**config.mk**
```make
export PLATFORM = sky130hd
export DESIGN_NAME = ex_muldiv_unit
export DESIGN_NICKNAME = d
export VERILOG_FILES = /design/src/rtl/ex_pkg.sv /design/src/rtl/ex_muldiv_step.sv /design/src/rtl/ex_muldiv_unit.sv
export SDC_FILE = /design/constraint.sdc
export NUM_CORES = 1
export LEC_CHECK = 0
export CAP_MARGIN = 10
export CORE_MARGIN = 4
export CORE_UTILIZATION = 64
export CTS_BUF_LIST = sky130_fd_sc_hd__clkbuf_4
export DETAILED_ROUTE_END_ITERATION = 16
export HOLD_SLACK_MARGIN = 0.1
export PLACE_DENSITY = 0.85
export SLEW_MARGIN = 20
export SYNTH_ARGS = -nofsm -noshare
export SYNTH_HDL_FRONTEND = slang
export SYNTH_SLANG_ARGS = --single-unit
```
**constraint.sdc**
```tcl
create_clock -name Clk -period 5.1 [get_ports Clk]
set_clock_uncertainty 0.2 [all_clocks]
set_input_delay 1.02 -clock Clk [delete_from_list [all_inputs] [get_ports Clk]]
set_output_delay 1.02 -clock Clk [all_outputs]
set_load 0.1 [all_outputs]
```
**src/rtl/ex_pkg.sv**
```systemverilog
// Shared encodings for the multiply/divide unit: FSM states and operation codes.
// Latency: none (types and a pure decode function only).
// Backpressure: not applicable.
package ex_pkg;

  typedef enum logic [2:0] {
    S_IDLE = 3'd0,
    S_PREP = 3'd1,
    S_ITER = 3'd2,
    S_FIX  = 3'd3,
    S_DONE = 3'd4
  } state_t;

  typedef enum logic [1:0] {
    OP_MULT    = 2'd0,
    OP_DIV     = 2'd1,
    OP_ILLEGAL = 2'd2
  } op_t;

  // Exactly one of the two request bits must be set for a real operation.
  function automatic op_t decode_op(input logic mult, input logic div);
    if (mult && !div) return OP_MULT;
    if (div && !mult) return OP_DIV;
    return OP_ILLEGAL;
  endfunction

endpackage

```
**src/rtl/ex_muldiv_step.sv**
```systemverilog
// One radix-2 iteration: multiply = conditional add then right shift,
// divide = left shift then conditional (restoring) subtract. Purely combinational.
// Ports: i_div selects divide; i_acc/i_mq/i_md = accumulator, multiplier-or-quotient, operand; o_* = next values.
module ex_muldiv_step #(
  parameter int WIDTH = 32
) (
  input  logic             i_div,
  input  logic [WIDTH-1:0] i_acc,
  input  logic [WIDTH-1:0] i_mq,
  input  logic [WIDTH-1:0] i_md,
  output logic [WIDTH-1:0] o_acc,
  output logic [WIDTH-1:0] o_mq
);

  logic [WIDTH:0]   w_sum;
  logic [WIDTH:0]   w_shl;
  logic [WIDTH-1:0] w_diff;
  logic             w_ge;

  assign w_sum  = {1'b0, i_acc} + {1'b0, i_md};
  assign w_shl  = {i_acc, i_mq[WIDTH-1]};
  assign w_ge   = (w_shl >= {1'b0, i_md});
  // The partial remainder is always below the divisor, so the difference fits in WIDTH bits.
  assign w_diff = w_shl[WIDTH-1:0] - i_md;

  always_comb begin
    o_acc = i_acc;
    o_mq  = i_mq;
    if (i_div) begin
      o_acc = w_ge ? w_diff : w_shl[WIDTH-1:0];
      o_mq  = {i_mq[WIDTH-2:0], w_ge};
    end else if (i_mq[0]) begin
      o_acc = w_sum[WIDTH:1];
      o_mq  = {w_sum[0], i_mq[WIDTH-1:1]};
    end else begin
      o_acc = {1'b0, i_acc[WIDTH-1:1]};
      o_mq  = {i_acc[0], i_mq[WIDTH-1:1]};
    end
  end

endmodule

```
**src/rtl/ex_muldiv_unit.sv**
```systemverilog
// Iterative signed/unsigned multiply and restoring divide; one request in flight at a time.
// Latency: result valid WIDTH+2 edges after the accepting edge (illegal op: DONE on the accepting edge).
// Backpressure: InValid/InReady in, OutValid/OutReady out; result held while OutReady is low.
// Ports: Clk, Reset (sync, active-low), request (InValid, InReady, OpMult, OpDiv, OpUnsigned, Op1, Op2, DstIn),
//        Flush, result (OutValid, OutReady, Lo, Hi, DstOut, DivByZero), Busy.
module ex_muldiv_unit
  import ex_pkg::*;
#(
  parameter int WIDTH = 32,
  parameter int DSTW  = 5
) (
  input  logic            Clk,
  input  logic            Reset,
  input  logic            InValid,
  output logic            InReady,
  input  logic            OpMult,
  input  logic            OpDiv,
  input  logic            OpUnsigned,
  input  logic [WIDTH-1:0] Op1,
  input  logic [WIDTH-1:0] Op2,
  input  logic [DSTW-1:0] DstIn,
  input  logic            Flush,
  output logic            OutValid,
  input  logic            OutReady,
  output logic [WIDTH-1:0] Lo,
  output logic [WIDTH-1:0] Hi,
  output logic [DSTW-1:0] DstOut,
  output logic            DivByZero,
  output logic            Busy
);

  localparam int CW = $clog2(WIDTH);

  state_t           r_state, w_next;
  op_t              r_op, w_in_op;
  logic [CW-1:0]    r_cnt;
  logic             r_uns, r_neg_q, r_neg_r, r_zero;
  logic [WIDTH-1:0] r_acc, r_mq, r_md;
  logic [WIDTH-1:0] r_lo, r_hi;
  logic [DSTW-1:0]  r_dst;
  logic             r_dbz;
  logic             w_accept, w_is_div;
  logic [WIDTH-1:0] w_step_acc, w_step_mq, w_mag1, w_mag2, w_quo, w_rem;
  logic [2*WIDTH-1:0] w_prod;

  assign w_in_op  = decode_op(OpMult, OpDiv);
  assign w_accept = InValid & InReady;
  assign w_is_div = (r_op == OP_DIV);

  // In PREP r_mq/r_md still hold the raw operands; convert to magnitudes when signed.
  assign w_mag1 = (!r_uns && r_mq[WIDTH-1]) ? -r_mq : r_mq;
  assign w_mag2 = (!r_uns && r_md[WIDTH-1]) ? -r_md : r_md;

  // Sign correction of the magnitude results. A zero divisor restores Hi to the
  // original dividend because the restoring loop shifts the whole dividend into r_acc.
  assign w_prod = r_neg_q ? -{r_acc, r_mq} : {r_acc, r_mq};
  assign w_quo  = r_zero ? '1 : (r_neg_q ? -r_mq : r_mq);
  assign w_rem  = r_neg_r ? -r_acc : r_acc;

  ex_muldiv_step #(.WIDTH(WIDTH)) u_step (
    .i_div (w_is_div),
    .i_acc (r_acc),
    .i_mq  (r_mq),
    .i_md  (r_md),
    .o_acc (w_step_acc),
    .o_mq  (w_step_mq)
  );

  always_ff @(posedge Clk) begin
    if (!Reset) r_state <= S_IDLE;
    else        r_state <= w_next;
  end

  always_comb begin
    w_next   = r_state;
    InReady  = Reset & ~Flush & ((r_state == S_IDLE) | ((r_state == S_DONE) & OutReady));
    OutValid = (r_state == S_DONE) & ~Flush;
    Busy     = Reset & (r_state != S_IDLE);
    case (r_state)
      S_IDLE: if (InValid && InReady) w_next = (w_in_op == OP_ILLEGAL) ? S_DONE : S_PREP;
      S_PREP: w_next = S_ITER;
      S_ITER: if (r_cnt == CW'(WIDTH - 1)) w_next = S_FIX;
      S_FIX:  w_next = S_DONE;
      S_DONE: begin
        if (OutReady) begin
          if (InValid && InReady) w_next = (w_in_op == OP_ILLEGAL) ? S_DONE : S_PREP;
          else                    w_next = S_IDLE;
        end
      end
      default: w_next = S_IDLE;
    endcase
    if (Flush) w_next = S_IDLE;
  end

  always_ff @(posedge Clk) begin
    if (!Reset) begin
      r_op    <= OP_MULT;
      r_uns   <= 1'b0;
      r_cnt   <= '0;
      r_acc   <= '0;
      r_mq    <= '0;
      r_md    <= '0;
      r_neg_q <= 1'b0;
      r_neg_r <= 1'b0;
      r_zero  <= 1'b0;
      r_lo    <= '0;
      r_hi    <= '0;
      r_dst   <= '0;
      r_dbz   <= 1'b0;
    end else if (w_accept) begin
      r_op  <= w_in_op;
      r_uns <= OpUnsigned;
      r_mq  <= Op1;
      r_md  <= Op2;
      r_dst <= DstIn;
      if (w_in_op == OP_ILLEGAL) begin
        r_lo  <= '0;
        r_hi  <= '0;
        r_dbz <= 1'b0;
      end
    end else if (!Flush) begin
      case (r_state)
        S_PREP: begin
          r_acc   <= '0;
          r_mq    <= w_mag1;
          r_md    <= w_mag2;
          r_cnt   <= '0;
          r_neg_q <= !r_uns && (r_mq[WIDTH-1] ^ r_md[WIDTH-1]);
          r_neg_r <= !r_uns && r_mq[WIDTH-1];
          r_zero  <= w_is_div && (r_md == '0);
        end
        S_ITER: begin
          r_acc <= w_step_acc;
          r_mq  <= w_step_mq;
          r_cnt <= r_cnt + 1'b1;
        end
        S_FIX: begin
          if (w_is_div) begin
            r_lo  <= w_quo;
            r_hi  <= w_rem;
            r_dbz <= r_zero;
          end else begin
            r_lo  <= w_prod[WIDTH-1:0];
            r_hi  <= w_prod[2*WIDTH-1:WIDTH];
            r_dbz <= 1'b0;
          end
        end
        default: ;
      endcase
    end
  end

  assign Lo        = r_lo;
  assign Hi        = r_hi;
  assign DstOut    = r_dst;
  assign DivByZero = r_dbz;

endmodule
```
==> metrics.yaml <==
seq_area_frac_synth_pct: 25.85
grt_use_met2_pct: 56.00
setup_tns_ps: 0
maxCapViolCount: 0
drtIter0Drc: 1893
dieHeight_um: 155.6
cp.arrival_ps: 4600
grt_use_met1_pct: 53.02
cts_setup_buffers: 0
drv_slew: 0
synth_top_area_share_pct: 25.85
worst-path-max-fanout: 53
p_leak_nw: 6.032
worstPathRequired_ps: 5410
ys_ff_latch: 180
path_cells: "inv_1 -> ha_1 -> a21o_1 -> a211o_1 -> a21oi_1 -> a31oi_1 -> a211oi_1 -> o21a_2 -> buf_4 -> mux2i_1 -> nand2_1 -> a32o_1"
hp-class: "register to register"
total_power_mw: 3.170
max_freq_mhz: 233.3
hold_viol: 0
tightest_slew_ps: 1072
path_class: "register to register"
gr-total-overflow: 0
yosysTopAreaCell: "dfxtp_1"
start_util_pct: 65.69
synth_ff_type: "dfxtp_1"
yosys-top-cells-count: "nand2_1, a21oi_1, dfxtp_1"
busiest_layer: "met2"
final_nets: 2134
power.density_nw_per_um2: 199.7
rsz0062_at_grt: "no"
num_vias: 15340
drive_gt1_share_pct: 6.707
die_w_um: 155.6
io_pins: 150
peakVddDrop_mv: 0.1189
path_clk_slew_ps: 180
status: "completed"
grt_pass1_wl_um: 73830
met3_usage_pct: 7.850
cp_slowest_cell: "o21a_2"
postSynthAreaPerCell_um2: 7.256
remaining_drc_errors: 0
ctsResizeCount: 0
die_area_um2: 24210
reg2reg_setup_slack_ps: 810
antenna_left: 0
crit_path_end_kind: "register"
portBuffers: 149
synth-edff-count: 0
clock_latency_ps: 610
synthTopCellsByArea: "dfxtp_1, a21oi_1, ha_1, o21ai_0, nand2_1"
grt_antenna_before_repair: 1
cts_max_level: 4
gp_congestion: 1.072
cts_tree: "done"
critPathLaunchType: "register"
first_global_vias: 13460
cts_buffer_depth: 2
maxSlewHeadroom_pct: 28.54
period_share_pct: 84.06
ys.warnings.count: 0
viasPerCell: 6.745
cp_num_buf_inv: 2
clkSinkCount: 180
yosysMostFrequentCell: "nand2_1"
coreArea_um2: 21220
drt_wl_total_um: 47460
hold_buffers: 0
wl_per_cell_um: 20.87
root_buffer: "clkbuf_4"
syn_inst: 1921
grt_max_degree: 88
postSynth.asyncResetShare_pct: 0
synth_cell_type_count: 87
crit_path_max_incr_delay_ps: 830
utilization_pct: 74.79
netlist_area_um2: 13940
first_pass_iters: 7
syn_to_final_growth_pct: 13.86
final.min_clock_period_ps: 4287
synth_nets: 2070
finalSetupViolCount: 0
num_rows: 53
dp_hpwl_um: 35210
cts_buffers: 17
cp_top_family: "compound AO/OA/AOI/OAI gates"
grt.total_usage_pct: 37.57
==> cells by family (layout without fill, tap and decap cells) <==
family	count (synthesis)	in the layout	share of synthesized area [%]
fa+ha+maj	72	72	6.570
other cells	0	1	0
mux	19	19	1.427
compound gates	705	705	31.49
flops	180	180	25.85
buf+inv	205	282	5.655
xor+xnor	122	122	7.665
simple gates	618	618	21.34
==> placed cells by master, fill, tap and decap left out, types with 16 or more instances in the layout <==
| master | count |
|---|---|
| xor2_1 | 55 |
| nand3_1 | 47 |
| buf_4 | 43 |
| dfxtp_1 | 180 |
| or3_1 | 21 |
| nor4_1 | 16 |
| a31oi_1 | 35 |
| nand2_1 | 221 |
| a211oi_1 | 56 |
| nor2_1 | 147 |
| a22oi_1 | 22 |
| xnor2_1 | 67 |
| ha_1 | 70 |
| a21oi_1 | 217 |
| and2_1 | 19 |
| clkbuf_4 | 17 |
| o211ai_1 | 26 |
| a21o_1 | 37 |
| nand2b_1 | 16 |
| clkdlybuf4s50_1 | 146 |
| o21ai_0 | 170 |
| inv_1 | 58 |
| nor3_1 | 47 |
==> worst reg2reg max path, stage by stage (launching register included) <==
cell      delay (ps)
dfxtp_1          540
inv_1            190
ha_1             390
a21o_1           250
a211o_1          310
a21oi_1          120
a31oi_1          200
a211oi_1         280
o21a_2           830
buf_4            340
mux2i_1          200
nand2_1           70
a32o_1           280
==> path summary, 6_finish.rpt <==
check                               from       end  depth (start not counted)
worst min register to register    Hi[11]    Hi[11]                          2
worst max-delay path            r_md[14]  r_acc[1]                         12
worst max register to register  r_md[14]  r_acc[1]                         12
worst min-delay path              Hi[11]    Hi[11]                          2
==> sequential cells by signal, summed over array words and instances, names as in the netlist <==
name       count
DivByZero      1
DstOut         5
Hi            32
Lo            32
r_acc         32
r_cnt          5
r_md          32
r_mq          32
r_neg_q        1
r_neg_r        1
r_op           2
r_state        3
r_uns          1
r_zero         1
==> metrics by stage <==
step / area (um2) / cells / hold WS, ps / setup WS, ps
after detailed placement: 15590 / 2241 / 244.5 / 785.0
final: 15870 / 2274 / 265.6 / 813.0
after floorplan: 13950 / 1921 / 242.2 / 185.6
after global placement: 15590 / 2241 / 234.5 / 912.0
after CTS: 15860 / 2273 / 267.2 / 865.3
after global routing: 15870 / 2274 / 282.5 / 594.5
==> area by class of cell <==
cell class	instances	area [um2]
flip-flops and latches	180	3603
fillers	1714	5349
well taps	275	344.1
clock buffers	17	127.6
multi-input cells	1536	9608
diodes	1	2.502
repair buffers	191	1824
clock inverters	15	140.1
inverters	59	221.5
==> where the power goes <==
part	leakage, nW	total, mW	switching [mW]	internal (mW)
registers	1.45	1.46	0.0373	1.43
clock network	0.144	0.809	0.594	0.215
logic	4.44	0.898	0.557	0.341
==> routing by layer <==
metal	share of wire [%]	vias up
met4	4.7	0
met3	13	155
li1	-	7104
met5	0	-
met1	41	7059
met2	42	1019
(Power assumes the default switching activity.)
